**config.mk**
```make
export PLATFORM = sky130hd
export DESIGN_NAME = instr_encoder
export DESIGN_NICKNAME = d
export VERILOG_FILES = /design/src/rtl/instr_encoder.sv
export SDC_FILE = /design/constraint.sdc
export NUM_CORES = 1
export LEC_CHECK = 0
export ABC_AREA = 1
export BUFFER_PORTS_ARGS = -buffer_cell sky130_fd_sc_hd__buf_4
export CAP_MARGIN = 30
export CORE_UTILIZATION = 52
export CTS_CLUSTER_SIZE = 24
export DETAILED_ROUTE_END_ITERATION = 10
export GPL_ROUTABILITY_DRIVEN = 0
export PLACE_DENSITY = 0.78
export RECOVER_POWER = 100
export SYNTH_ARGS = -nofsm -noshare
export SYNTH_HDL_FRONTEND = slang
export SYNTH_SLANG_ARGS = --single-unit
```
**constraint.sdc**
```tcl
create_clock -name clk -period 1.3 [get_ports clk]
set_input_delay 0 -clock clk [delete_from_list [all_inputs] [get_ports clk]]
set_output_delay 0 -clock clk [all_outputs]
set_load 0.05 [all_outputs]
```
**src/rtl/instr_encoder.sv**
```systemverilog
// RV32I instruction encoder: packs format, register, funct and immediate fields into one word
// through a two-stage valid/ready pipeline. Define INSTR_ENCODER_IMM_CHECK_EN to flag unrepresentable immediates.
module instr_encoder #(
   parameter logic [31:0] NOP_WORD = 32'h0000_0013
) (
   input  logic        clk,
   input  logic        rst_n,
   input  logic        in_valid,
   output logic        in_ready,
   input  logic [2:0]  in_fmt,
   input  logic [6:0]  in_opcode,
   input  logic [4:0]  in_rd,
   input  logic [4:0]  in_rs1,
   input  logic [4:0]  in_rs2,
   input  logic [2:0]  in_funct3,
   input  logic [6:0]  in_funct7,
   input  logic [31:0] in_imm,
   output logic        out_valid,
   input  logic        out_ready,
   output logic [31:0] out_instr,
   output logic        out_err
);

   logic        s1_valid_q;
   logic [2:0]  fmt_q;
   logic [6:0]  opcode_q;
   logic [4:0]  rd_q;
   logic [4:0]  rs1_q;
   logic [4:0]  rs2_q;
   logic [2:0]  funct3_q;
   logic [6:0]  funct7_q;
   logic [31:0] imm_q;

   logic        s2_valid_q;
   logic [31:0] instr_q;
   logic        err_q;

   logic        s1_load;
   logic        s2_load;
   logic [31:0] instr_d;
   logic        err_d;

   assign s2_load   = !s2_valid_q || out_ready;
   assign s1_load   = !s1_valid_q || s2_load;
   assign in_ready  = s1_load;
   assign out_valid = s2_valid_q;
   assign out_instr = instr_q;
   assign out_err   = err_q;

   always_comb begin
      instr_d = '0;
      err_d   = 1'b0;
      case (fmt_q)
         3'd0: instr_d = {funct7_q, rs2_q, rs1_q, funct3_q, rd_q, opcode_q};
         3'd1: begin
            instr_d = {imm_q[11:0], rs1_q, funct3_q, rd_q, opcode_q};
`ifdef INSTR_ENCODER_IMM_CHECK_EN
            err_d = !((&imm_q[31:11]) || (~|imm_q[31:11]));
`endif
         end
         3'd2: begin
            instr_d = {imm_q[11:5], rs2_q, rs1_q, funct3_q, imm_q[4:0], opcode_q};
`ifdef INSTR_ENCODER_IMM_CHECK_EN
            err_d = !((&imm_q[31:11]) || (~|imm_q[31:11]));
`endif
         end
         3'd3: begin
            instr_d = {imm_q[12], imm_q[10:5], rs2_q, rs1_q, funct3_q,
                       imm_q[4:1], imm_q[11], opcode_q};
`ifdef INSTR_ENCODER_IMM_CHECK_EN
            err_d = !((&imm_q[31:12]) || (~|imm_q[31:12])) || imm_q[0];
`endif
         end
         3'd4: begin
            instr_d = {imm_q[31:12], rd_q, opcode_q};
`ifdef INSTR_ENCODER_IMM_CHECK_EN
            err_d = |imm_q[11:0];
`endif
         end
         3'd5: begin
            instr_d = {imm_q[20], imm_q[10:1], imm_q[11], imm_q[19:12], rd_q, opcode_q};
`ifdef INSTR_ENCODER_IMM_CHECK_EN
            err_d = !((&imm_q[31:20]) || (~|imm_q[31:20])) || imm_q[0];
`endif
         end
         default: begin
            instr_d = NOP_WORD;
            err_d   = 1'b1;
         end
      endcase
   end

   always_ff @(posedge clk or negedge rst_n) begin
      if (!rst_n) begin
         s1_valid_q <= 1'b0;
         fmt_q      <= '0;
         opcode_q   <= '0;
         rd_q       <= '0;
         rs1_q      <= '0;
         rs2_q      <= '0;
         funct3_q   <= '0;
         funct7_q   <= '0;
         imm_q      <= '0;
      end else if (s1_load) begin
         s1_valid_q <= in_valid;
         if (in_valid) begin
            fmt_q    <= in_fmt;
            opcode_q <= in_opcode;
            rd_q     <= in_rd;
            rs1_q    <= in_rs1;
            rs2_q    <= in_rs2;
            funct3_q <= in_funct3;
            funct7_q <= in_funct7;
            imm_q    <= in_imm;
         end
      end
   end

   // Word and err only update on a real transfer so a stalled output holds stable.
   always_ff @(posedge clk or negedge rst_n) begin
      if (!rst_n) begin
         s2_valid_q <= 1'b0;
         instr_q    <= '0;
         err_q      <= 1'b0;
      end else if (s2_load) begin
         s2_valid_q <= s1_valid_q;
         if (s1_valid_q) begin
            instr_q <= instr_d;
            err_q   <= err_d;
         end
      end
   end

endmodule

```
==> tab_implementation.tex, run 1 <==
\begin{tabular}{lr}
\hline
Metric & Value \\
\hline
\multicolumn{2}{l}{\textbf{Run status}} \\
Status & finished with violations \\
Violated checks & negative setup slack \\
\multicolumn{2}{l}{\textbf{Layout}} \\
Sequential Area & $\sim$2600 um2 \\
Ant diodes & 0 \\
Nets & $\sim$780 \\
Combined area of the multi-input logic cells & 1650 um2 \\
Leading cell types in the layout, fill and taps excluded & 235 x nand2\_1, 98 x dfrtp\_1, 89 x buf\_4 \\
Fill cells & approximately 520 \\
Post-route design area & around 6400 um2 \\
Most common cell after layout, fill and taps aside & nand2\_1 \\
Final non-filler cell total & 821 \\
Proportion of layout cells with a drive suffix above 1 & 24.7\% \\
Area growth from synthesis to final layout & 45.9\% \\
\multicolumn{2}{l}{\textbf{Power and ir drop}} \\
Pleak & 0.00339 uW \\
Design internal power & 6180 uW \\
Share of power burned in the clock network & around 23\% \\
Power per standard cell area & roughly 1600 nW/um2 \\
Final Power & 10,100 uW \\
Relative contribution of sequential cells to total power & a little over two fifths \\
Worst ir drop on vdd & around 0.00094 V \\
Share of power burned in combinational logic & approximately a third \\
Switching fraction of total power & 38.8\% \\
Net switching power & 3920 uW \\
\multicolumn{2}{l}{\textbf{Drt}} \\
Number of DRC violations after detailed routing & 0 \\
Drt first-iter violations & slightly below 400 \\
Number of optimization iterations in the first detailed-route pass & 5 \\
Routed len/inst & $\sim$17 um \\
Number of vias per cell after detailed routing & between 5 and 6 \\
Antenna violation net count after detailed routing & 0 \\
Detailed-route via count & around 4,500 \\
Final Routed Wirelength & around 14,000 um \\
\multicolumn{2}{l}{\textbf{Clocking}} \\
CTS Root Buffer Type & clkbuf\_8 \\
Worst-Skew Late Latency & around 0.37 ns \\
Num Clock Sinks & 102 \\
Number of levels in the clock H-tree & 3 \\
Clock slew seen by the registers of the worst setup and hold paths & 0.10 ns \\
Number of buffers created by CTS & 9 \\
CTS tree & built \\
Max clock buf depth & 2 \\
\multicolumn{2}{l}{\textbf{STA}} \\
Hold violation count in the final report & 0 \\
Slew at the pin with the worst max-slew slack & between 0.8 and 0.9 ns \\
Setup violators final & 2 \\
Post-Route Skew & approximately 0.019 ns \\
Maximum achievable frequency & 762 MHz \\
Part of the cycle the worst path needs & 101\% \\
Final critical-path required period & between 1 and 1.5 ns \\
RSZ-0062 raised after global routing & yes \\
Number of pins exceeding their max-slew limit in the final report & 0 \\
Slack of the critical path & -0.0129 ns \\
Relative slew margins & 40.7\% \\
\multicolumn{2}{l}{\textbf{Place}} \\
Dpl cells & $\sim$730 \\
DP Area & approximately 5400 um2 \\
Total of buffers placed on input and output ports & around 110 \\
Detailed placement HPWL & 7650 um \\
\multicolumn{2}{l}{\textbf{Synth}} \\
Arithmetic-cell share of the synthesized area counting full adders, half adders and majority gates & 0\% \\
Synthesized netlist cell count & 523 \\
Fraction of the mapped netlist area in simple logic gates & 32.4\% \\
Post-synthesis net count & slightly below 600 \\
Mean cell area of the mapped netlist & 8.38 um2 \\
Complex-gate fraction of the synthesized area & roughly 4.1\% \\
Post-synthesis mux area share & 0\% \\
Register area share after synthesis & roughly three fifths \\
Number of storage elements in the synthesis netlist & a little over 100 \\
Number of warnings issued by yosys & 0 \\
Dominant combinational cell family by area after synthesis & simple AND/OR/NAND/NOR gates \\
Xor and xnor fraction of the mapped netlist area & 0\% \\
Post-synthesis cell type count & 23 \\
Netlist area before placement & roughly 4400 um2 \\
\multicolumn{2}{l}{\textbf{Global routing}} \\
Maximum number of pins on one net before global-route repair & a little under 50 \\
Number of antenna violations at the first check in global routing & 0 \\
Global-route wire length before repair & approximately 20,000 um \\
Total routing resource utilization after global routing & 30.4\% \\
Global route total overflow & 0 \\
Via count of the first global-routing pass & roughly 4,200 \\
\multicolumn{2}{l}{\textbf{Worst setup path}} \\
Nature of the critical path startpoint & register \\
Startpoint of the lowest-slack register-to-register path & fmt\_q[0] \\
Endpoint of the worst-slack reg-to-reg timing path & out\_instr[20] \\
Kind of cell with the highest combined delay on the critical path & simple AND/OR/NAND/NOR gates \\
Maximum fanout encountered on the critical timing path & 6 \\
Arrival time of the worst setup path & between 1.5 and 2 ns \\
Crit-path cells & buf\_12 > nor2\_1 > nand3\_1 > nand4\_1 > nand2\_1 > nand2\_1 \\
Critical path required time & around 1.6 ns \\
Cell mode on critical path & nand2\_1 \\
Register-to-register setup slack & -0.01 ns \\
Cell type of the slowest stage on the worst timing path & dfrtp\_2 \\
Critical Path End Type & register \\
Buffer and inverter count on the worst path & 1 \\
Worst-case reg-to-reg path depth & 6 \\
Crit Path Class & register to register \\
Slowest stage delay, CP & between 0.4 and 0.5 ns \\
\multicolumn{2}{l}{\textbf{Worst hold path}} \\
Worst hold path class & input port to async pin \\
\multicolumn{2}{l}{\textbf{Floorplan}} \\
Number of top-level pins & about 110 \\
DIE WIDTH & $\sim$94 um \\
Chip height & between 90 and 100 um \\
Initial standard-cell utilization of the core & approximately 54\% \\
Overall die area & between 8000 and 9000 um2 \\
Row count & 33 \\
Placeable core area & 8180 um2 \\
\multicolumn{2}{l}{\textbf{Flow run}} \\
Number of violations of the max-capacitance limit & 0 \\
\hline
\end{tabular}
==> per-layer routing <==
layer,global-route usage (%),up-vias,part of all wire [%]
li1,-,2052,-
met1,39.7,2115,39
met2,50.4,260,50
met3,4.53,46,6.8
met4,13.5,0,3.6
met5,0,-,0
==> registers in the layout, summed over array words and instances, names as in the netlist <==
register,cells
fmt_q,3
s1_valid_q,1
imm_q,32
rs1_q,5
rd_q,5
out_valid,1
rs2_q,5
funct3_q,3
out_instr,32
funct7_q,7
out_err,1
opcode_q,7
==> power by group through the flow <==
stage	Combinational (uW)	Sequential [uW]	Clock [uW]
6_report	3510	4260	2320
5_1_grt	3760	4320	2470
4_1_cts	3510	4230	2320
3_5_place_dp	3310	4280	0
3_3_place_gp	3250	4270	0
2_1_floorplan	1080	5280	0
==> stage by stage <==
stage          setup WS, ns  util, %  hold WS, ns  TNS, ns
2_1_floorplan        0.0105        -       -0.296        0
3_3_place_gp         0.0287     65.9      -0.0349        0
3_5_place_dp        -0.0341     65.9      -0.0292   -0.134
4_1_cts              0.0141     77.5        0.127        0
5_1_grt             -0.0496     78.2        0.354   -0.500
6_report            -0.0129     78.2        0.274  -0.0238
==> cells in the mapped netlist (all sizes together) <==
cell	count	area [um2]
o22ai	3	18.8
o211ai	1	7.51
a21oi	15	75.1
nand2	243	917
o21ai	11	55.1
a22oi	3	22.5
buf	22	133
clkbuf	7	26.3
nand3	73	370
nand4	4	25.0
inv	18	70.1
dfrtp	102	2550
nor3	2	26.3
nor2	19	81.3
==> cell type report <==
cell class	instances	area share, %
Clock buffer	11	2.06
Clock inverter	4	1.53
Inverter	18	1.10
Multi-Input combinational cell	374	25.8
Sequential cell	102	40.0
Tap cell	105	2.06
Timing Repair Buffer	207	27.4
==> cells by family (layout without fill, tap and decap cells) <==
family	count (synthesis)	after routing
compound gates	33	33
flops	102	102
buf+inv	47	240
simple gates	341	341
==> worst max-delay path by stage <==
stage | start | to | slack, ns | cells after the start
floorplan | out_valid | funct3_q[0] | 0.01 | 4
global placement | fmt_q[1] | out_instr[30] | 0.03 | 7
detailed placement | fmt_q[1] | out_instr[27] | -0.03 | 7
CTS | out_valid | in_ready | 0.01 | 3
global route | fmt_q[1] | out_instr[24] | -0.05 | 7
finish | fmt_q[0] | out_instr[20] | -0.01 | 6
==> timing repair <==
item / 4_1_cts / 5_1_grt
pin swaps: 0 / 9
hold buffers: 70 / 0
endpoints found under the setup margin: 7 / 59
gates cloned: 0 / 2
endpoints found under the hold margin: 170 / 0
setup buffers: 0 / 6
resized for setup: 6 / 20
Note: power is estimated with default switching activity, not from simulation.
==> run 2, diff against run 1 <==
--- a/config.mk
+++ b/config.mk
@@ -5,14 +5,13 @@
 export SDC_FILE = /design/constraint.sdc
 export NUM_CORES = 1
 export LEC_CHECK = 0
-export ABC_AREA = 1
+export ABC_AREA = 0
 export BUFFER_PORTS_ARGS = -buffer_cell sky130_fd_sc_hd__buf_4
 export CAP_MARGIN = 30
-export CORE_UTILIZATION = 52
+export CORE_UTILIZATION = 34
 export CTS_CLUSTER_SIZE = 24
 export DETAILED_ROUTE_END_ITERATION = 10
 export GPL_ROUTABILITY_DRIVEN = 0
-export PLACE_DENSITY = 0.78
 export RECOVER_POWER = 100
 export SYNTH_ARGS = -nofsm -noshare
 export SYNTH_HDL_FRONTEND = slang
==> run 2 against run 1 <==
Effect of this change: the flow still finishes with violations (negative setup slack); non-clock buffer count grew 6; sequential power shrank 2%; die area grew 52%; clock-buffer cell count grew 1; combinational power grew 2%; global-route usage shrank 13 points; power grew 4.0%; synthesized area grew 0.46%; first-iteration DRC count shrank 58%; critical path type unchanged; largest cell class unchanged; highest routed layer unchanged.
==> tab_implementation.tex, run 2 <==
\begin{tabular}{lr}
\hline
Metric & Value \\
\hline
\multicolumn{2}{l}{\textbf{Power and ir drop}} \\
Share of power burned in the clock network & 26.3\% (+3.3 points) \\
Power per standard cell area & 1520 nW/um2 (-3.8\%) \\
Share of power burned in combinational logic & 34.1\% (-0.7 points) \\
Design internal power & 6990 uW (+13\%) \\
Relative contribution of sequential cells to total power & 39.6\% (-2.6 points) \\
Pleak & 0.00318 uW (-6.4\%) \\
Switching fraction of total power & 33.5\% (-5.3 points) \\
Worst ir drop on vdd & 0.000976 V (+4.1\%) \\
Net switching power & 3520 uW (-10\%) \\
\multicolumn{2}{l}{\textbf{Synth}} \\
Post-synth top cells & 102 x dfrtp\_1, 40 x mux2\_2, 30 x mux2\_4, 25 x nor2\_1, 21 x nand2\_1 \\
Cell types with the largest area share after synthesis & dfrtp\_1 58\%, mux2\_2 10\%, mux2\_4 10\% \\
Number of warnings issued by yosys & 0 (unchanged) \\
Register area share after synthesis & 58.0\% (-0.27 points) \\
Most frequently used cell type in the post-synthesis netlist & dfrtp\_1 \\
Proportion of netlist area held by the largest area contributor & 58.0\% (-0.27 points) \\
Number of synthesized flops with an enable pin & 0 (unchanged) \\
Synthesized netlist cell count & 323 (-38\%) \\
Mean cell area of the mapped netlist & 13.6 um2 (+63\%) \\
Top FF cell, synth & dfrtp\_1 \\
Post-synthesis cell type count & 34 (+48\%) \\
Post-synthesis net count & 394 (-34\%) \\
Yosys top cell by area & dfrtp\_1 \\
Number of storage elements in the synthesis netlist & 102 (unchanged) \\
Netlist area before placement & 4400 um2 (+0.46\%) \\
Asr flop ratio synth & 100\% (unchanged) \\
\multicolumn{2}{l}{\textbf{Clocking}} \\
Number of buffers created by CTS & 9 (unchanged) \\
Num Clock Sinks & 102 (unchanged) \\
Number of levels in the clock H-tree & 3 (unchanged) \\
Max clock buf depth & 2 (unchanged) \\
CTS Root Buffer Type & clkbuf\_16 \\
CTS tree & built \\
Worst-Skew Late Latency & 0.35 ns (-0.02 ns) \\
Clock slew seen by the registers of the worst setup and hold paths & 0.07 ns (-0.03 ns) \\
\multicolumn{2}{l}{\textbf{Global routing}} \\
Top Usage Layer GRT & met2 \\
Maximum number of pins on one net before global-route repair & 37 (-24\%) \\
Met2 track demand over resource & 28.8\% (-22 points) \\
Global route total overflow & 0 (unchanged) \\
Via count of the first global-routing pass & 3,538 (-16\%) \\
Global-route wire length before repair & 17,800 um (-12\%) \\
Met3 track demand over resource in global routing & 4.76\% (+0.23 points) \\
Total routing resource utilization after global routing & 17.6\% (-13 points) \\
Met1 track demand over resource & 22.8\% (-17 points) \\
Number of antenna violations at the first check in global routing & 0 (unchanged) \\
\multicolumn{2}{l}{\textbf{Floorplan}} \\
Row count & 41 (+24\%) \\
Initial standard-cell utilization of the core & 34.9\% (-19 points) \\
DIE WIDTH & 116 um (+23\%) \\
Number of top-level pins & 106 (unchanged) \\
Placeable core area & 12,600 um2 (+54\%) \\
Overall die area & 13,400 um2 (+52\%) \\
Chip height & 116 um (+23\%) \\
\multicolumn{2}{l}{\textbf{STA}} \\
Setup violators final & 27 (+25) \\
RSZ-0062 raised after global routing & yes \\
Hold violation count in the final report & 0 (unchanged) \\
Slew at the pin with the worst max-slew slack & 0.742 ns (-0.148 ns) \\
Post-Route Skew & 0.00830 ns (-0.0110 ns) \\
Relative slew margins & 50.5\% (+9.8 points) \\
Maximum achievable frequency & 749 MHz (-1.7\%) \\
Final critical-path required period & 1.34 ns (+0.0226 ns) \\
Slack of the critical path & -0.0355 ns (-0.0226 ns) \\
Number of pins exceeding their max-slew limit in the final report & 0 (unchanged) \\
Part of the cycle the worst path needs & 103\% (+1.7 points) \\
Worst hold slack across all endpoints & 0.253 ns (-0.0203 ns) \\
\multicolumn{2}{l}{\textbf{Layout}} \\
Final non-filler cell total & 703 (-14\%) \\
Final Core Density & 54.8\% (-23 points) \\
Leading cell types in the layout, fill and taps excluded & 123 x buf\_4, 101 x dfrtp\_1, 70 x dlygate4sd3\_1 \\
Area growth from synthesis to final layout & 57.1\% \\
Fill cells & 1,078 (+110\%) \\
Ant diodes & 0 (unchanged) \\
Most common cell after layout, fill and taps aside & buf\_4 \\
Post-route design area & 6910 um2 (+8.2\%) \\
Proportion of layout cells with a drive suffix above 1 & 51.6\% (+27 points) \\
Nets & 597 (-24\%) \\
\multicolumn{2}{l}{\textbf{Place}} \\
DP Area & 5570 um2 (+3.3\%) \\
Dpl ws & -0.0624 ns (-0.0283 ns) \\
Total of buffers placed on input and output ports & 105 (unchanged) \\
Detailed placement HPWL & 7290 um (-4.7\%) \\
Dpl cells & 608 (-16\%) \\
\multicolumn{2}{l}{\textbf{Drt}} \\
Number of vias per cell after detailed routing & 4.76 (-13\%) \\
Detailed-route via count & 3,344 (-25\%) \\
Number of DRC violations after detailed routing & 0 (unchanged) \\
Antenna violation net count after detailed routing & 0 (unchanged) \\
Final Routed Wirelength & 11,200 um (-19\%) \\
Routed len/inst & 15.9 um (-5.1\%) \\
Drt first-iter violations & 162 (-58\%) \\
Number of optimization iterations in the first detailed-route pass & 4 (-1) \\
\multicolumn{2}{l}{\textbf{Worst setup path}} \\
Arrival time of the worst setup path & 1.56 ns (-0.05 ns) \\
Nature of the critical path startpoint & register \\
Critical Path End Type & register \\
Critical path required time & 1.53 ns (-0.07 ns) \\
Crit Path Class & register to register \\
Maximum fanout encountered on the critical timing path & 23 (+17) \\
\multicolumn{2}{l}{\textbf{Run status}} \\
Violated checks & negative setup slack \\
Status & finished with violations \\
\multicolumn{2}{l}{\textbf{Worst hold path}} \\
Worst hold path class & input port to async pin \\
\multicolumn{2}{l}{\textbf{Flow run}} \\
Number of violations of the max-capacitance limit & 0 (unchanged) \\
\hline
\end{tabular}
## run 2: path summary, 6_finish.rpt
kind                                  to  slack [ns]          from  cells past startpoint
max in group asynchronous  out_instr[18]        0.27         rst_n                      3
min                             imm_q[7]        0.25         rst_n                      2
max reg2reg                     rs1_q[1]       -0.04     out_valid                      4
min reg2reg                 out_instr[5]        0.47  out_instr[5]                      2
max                             rs1_q[1]       -0.04     out_valid                      4
min in group clk             funct7_q[0]        0.42  in_funct7[0]                      3
## run 2: through the flow
step / total power (uW) / TNS [ns]
after global routing: 11000 / -3.12
after detailed placement: 7270 / -0.215
after global placement: 7230 / -0.222
after CTS: 10300 / -0.0567
after floorplan: 6160 / -17.74
final: 10500 / -0.448
## run 2: area by class of cell
type / instances / area, um2 / area share, %
flip-flops and latches: 102 / 2550 / 36.9
multi-input cells: 198 / 1940 / 28.0
repair buffers: 213 / 1890 / 27.4
clock buffers: 12 / 256 / 3.71
well taps: 172 / 215 / 3.11
clock inverters: 4 / 52.6 / 0.760
inverters: 2 / 7.51 / 0.109
## run 2: critical path, cell delays in order (launching register included)
cell	delay [ns]
dfrtp_2	0.42
nand3b_4	0.12
nand2_8	0.11
buf_16	0.19
mux2_2	0.35
## run 2: logic make-up (layout without fill, tap and decap cells)
kind of cell / Yosys count / count (layout) / share of synthesized area, %
compound gates: 63 / 63 / 10.5
buf+inv: 23 / 231 / 4.18
flops: 102 / 102 / 58.0
mux: 72 / 72 / 21.0
simple gates: 63 / 63 / 6.34
## run 2: what timing repair did
action | CTS | global route
setup endpoints to repair | 38 | 87
pin swaps | 2 | 19
cloned | 0 | 1
setup buffers | 1 | 7
gates resized for setup | 13 | 50
hold endpoints to repair | 171 | 0
hold buffers | 70 | 0
## run 2: layer usage
metal | vias to the layer above | routed length (um)
li1 | 1576 | -
met1 | 1688 | 5020
met2 | 68 | 5580
met3 | 12 | 426
met4 | 0 | 159
met5 | - | 0
## run 2: power by group through the flow
stage,clock [uW],sequential (uW),combinational (uW)
3_5_place_dp,0,4170,3100
3_3_place_gp,0,4150,3070
5_1_grt,2970,4230,3800
4_1_cts,2840,4120,3350
2_1_floorplan,0,5000,1160
6_report,2760,4160,3580
==> run 3, diff against run 2 <==
--- a/config.mk
+++ b/config.mk
@@ -8,10 +8,13 @@
 export ABC_AREA = 0
 export BUFFER_PORTS_ARGS = -buffer_cell sky130_fd_sc_hd__buf_4
 export CAP_MARGIN = 30
+export CELL_PAD_IN_SITES_DETAIL_PLACEMENT = 1
+export CELL_PAD_IN_SITES_GLOBAL_PLACEMENT = 2
 export CORE_UTILIZATION = 34
 export CTS_CLUSTER_SIZE = 24
 export DETAILED_ROUTE_END_ITERATION = 10
 export GPL_ROUTABILITY_DRIVEN = 0
+export PLACE_DENSITY_LB_ADDON = 0.1
 export RECOVER_POWER = 100
 export SYNTH_ARGS = -nofsm -noshare
 export SYNTH_HDL_FRONTEND = slang
==> run 3 against run 2 <==
Effect of this change: the flow still finishes with violations (negative setup slack); clock skew down 0.0016 ns; register-to-register slack about the same; global-route usage up 1.1 points; combinational power down 3%; die area unchanged; via count up 0.75%; final cell count down 0.14%; non-clock buffer count down 2; sequential share of layout area up 0.083 points; clock-buffer cell count down 2; sequential cell count unchanged; first-iteration DRC count down 3.7%; largest cell class unchanged.
==> tab_implementation.tex, run 3 (synthesis gave the netlist of run 2 again) <==
\begin{tabular}{lr}
\hline
Metric & Value \\
\hline
\multicolumn{2}{l}{\textbf{Worst setup path}} \\
Start point of the critical path & out\_valid \\
Critical Path End Type & register \\
Arrival time of the worst setup path & 1.57 ns (about the same) \\
Worst-case reg-to-reg path depth & 6 (+2) \\
Startpoint of the lowest-slack register-to-register path & out\_valid \\
Nature of the critical path startpoint & register \\
End point of the critical path & out\_instr[12] \\
Maximum fanout encountered on the critical timing path & 28 (+22\%) \\
Register-to-register setup slack & -0.04 ns (about the same) \\
Critical path required time & 1.53 ns (about the same) \\
Endpoint of the worst-slack reg-to-reg timing path & out\_instr[12] \\
Crit Path Class & register to register \\
\multicolumn{2}{l}{\textbf{Global routing}} \\
Global-route wire length before repair & 18,700 um (+4.9\%) \\
Met2 track demand over resource & 30.0\% (+1.2 points) \\
Top Usage Layer GRT & met2 \\
Number of antenna violations at the first check in global routing & 0 (unchanged) \\
Global route total overflow & 0 (unchanged) \\
Met1 track demand over resource & 25.5\% (+2.7 points) \\
Met3 track demand over resource in global routing & 3.19\% (-1.6 points) \\
Total routing resource utilization after global routing & 18.7\% (+1.1 points) \\
Maximum number of pins on one net before global-route repair & 45 (+22\%) \\
Via count of the first global-routing pass & 3,577 (+1.1\%) \\
\multicolumn{2}{l}{\textbf{STA}} \\
Hold violation count in the final report & 0 (unchanged) \\
Setup violators final & 26 (-3.7\%) \\
Post-Route Skew & 0.00668 ns (-0.00162 ns) \\
Maximum achievable frequency & 747 MHz (-0.19\%) \\
Final critical-path required period & 1.34 ns (+0.00248 ns) \\
Number of pins exceeding their max-slew limit in the final report & 0 (unchanged) \\
Slack of the critical path & -0.0379 ns (-0.00248 ns) \\
Setup Total Neg Slack & -0.361 ns (+0.0872 ns) \\
Slew at the pin with the worst max-slew slack & 0.842 ns (+0.0995 ns) \\
RSZ-0062 raised after global routing & yes \\
Part of the cycle the worst path needs & 103\% (+0.19 points) \\
Relative slew margins & 43.9\% (-6.6 points) \\
\multicolumn{2}{l}{\textbf{Layout}} \\
Ant diodes & 0 (unchanged) \\
Leading cell types in the layout, fill and taps excluded & 99 x dfrtp\_1, 85 x buf\_4, 70 x dlygate4sd3\_1 \\
Most common cell after layout, fill and taps aside & dfrtp\_1 \\
Area growth from synthesis to final layout & 56.9\% \\
Final non-filler cell total & 702 (-0.14\%) \\
Post-route design area & 6900 um2 (-0.13\%) \\
Sequential Area & 2560 um2 (about the same) \\
Combined area of the multi-input logic cells & 1990 um2 (+2.6\%) \\
Fill cells & 1,299 (+21\%) \\
Proportion of layout cells with a drive suffix above 1 & 49.2\% (-2.4 points) \\
Final Core Density & 54.7\% (-0.069 points) \\
Nets & 596 (-0.17\%) \\
\multicolumn{2}{l}{\textbf{Clocking}} \\
Number of levels in the clock H-tree & 3 (unchanged) \\
Worst-Skew Late Latency & 0.35 ns (about the same) \\
CTS tree & built \\
Max clock buf depth & 2 (unchanged) \\
CTS Root Buffer Type & clkbuf\_16 \\
Clock slew seen by the registers of the worst setup and hold paths & 0.07 ns (about the same) \\
Num Clock Sinks & 102 (unchanged) \\
Number of buffers created by CTS & 9 (unchanged) \\
\multicolumn{2}{l}{\textbf{Drt}} \\
Number of DRC violations after detailed routing & 0 (unchanged) \\
Final Routed Wirelength & 12,500 um (+11\%) \\
Number of optimization iterations in the first detailed-route pass & 4 (unchanged) \\
Drt first-iter violations & 156 (-3.7\%) \\
Number of vias per cell after detailed routing & 4.80 (+0.89\%) \\
Detailed-route via count & 3,369 (+0.75\%) \\
Routed len/inst & 17.7 um (+11\%) \\
Antenna violation net count after detailed routing & 0 (unchanged) \\
\multicolumn{2}{l}{\textbf{Floorplan}} \\
Number of top-level pins & 106 (unchanged) \\
Row count & 41 (unchanged) \\
Chip height & 116 um (unchanged) \\
Overall die area & 13,400 um2 (unchanged) \\
Placeable core area & 12,600 um2 (unchanged) \\
Initial standard-cell utilization of the core & 34.9\% (unchanged) \\
DIE WIDTH & 116 um (unchanged) \\
\multicolumn{2}{l}{\textbf{Power and ir drop}} \\
Worst ir drop on vdd & 0.000535 V (-45\%) \\
Pleak & 0.00326 uW (+2.6\%) \\
Power per standard cell area & 1510 nW/um2 (-0.34\%) \\
\multicolumn{2}{l}{\textbf{Run status}} \\
Status & finished with violations \\
Violated checks & negative setup slack \\
\multicolumn{2}{l}{\textbf{Flow run}} \\
Number of violations of the max-capacitance limit & 0 (unchanged) \\
\multicolumn{2}{l}{\textbf{Place}} \\
Dpl cells & 604 (-0.66\%) \\
DP Area & 5520 um2 (-0.76\%) \\
Detailed placement HPWL & 7650 um (+4.9\%) \\
Total of buffers placed on input and output ports & 105 (unchanged) \\
Dpl ws & -0.306 ns (-0.244 ns) \\
\multicolumn{2}{l}{\textbf{Worst hold path}} \\
Worst hold path class & input port to async pin \\
\hline
\end{tabular}
-- run 3: metal layers --
layer / part of all wire (%) / vias to the layer above
met5: 0 / -
met4: 1.3 / 0
met3: 2.8 / 10
met2: 49 / 63
met1: 47 / 1722
li1: - / 1574
-- run 3: power breakdown --
part | switching, uW | internal (uW)
Combinational | 1960 | 1520
Sequential | 444 | 3750
Clock | 1240 | 1560
-- run 3: critical path, cell delays in order (launching register included) --
cell and delay [ns]:
dfrtp_2 0.44, clkbuf_1 0.13, nand2b_4 0.10, nand2_2 0.07, buf_8 0.18, a221oi_2 0.20
nor2_1 0.08
-- run 3: cell type report --
class,count,share of cell area [%]
Timing Repair Buffer,211,26.5
Clock buffer,10,3.46
Multi-Input combinational cell,199,28.8
Sequential cell,102,37.0
Clock inverter,6,1.02
Inverter,2,0.109
Tap cell,172,3.12
-- run 3: worst min-delay path by stage --
stage	slack (ns)	depth (start not counted)	endpoint	startpoint
after global placement	-0.02	1	out_instr[3]	rst_n
final	0.29	2	out_instr[1]	rst_n
after floorplan	-0.30	0	fmt_q[0]	rst_n
after detailed placement	-0.02	1	out_err	rst_n
after CTS	0.16	2	imm_q[18]	rst_n
after global routing	0.37	2	out_instr[1]	rst_n
-- run 3: timing repair --
item	in CTS	in global routing
setup endpoints to repair	51	63
cloned	1	3
gates resized for setup	22	58
pin swaps	2	9
hold endpoints to repair	127	0
hold buffers	70	0
setup buffers	5	3
-- run 3: stage by stage --
step / power, uW / hold slack [ns]
after global placement: 7210 / -0.0201
after CTS: 10500 / 0.155
after floorplan: 6160 / -0.296
after global routing: 11000 / 0.368
after detailed placement: 7280 / -0.0199
final: 10500 / 0.292
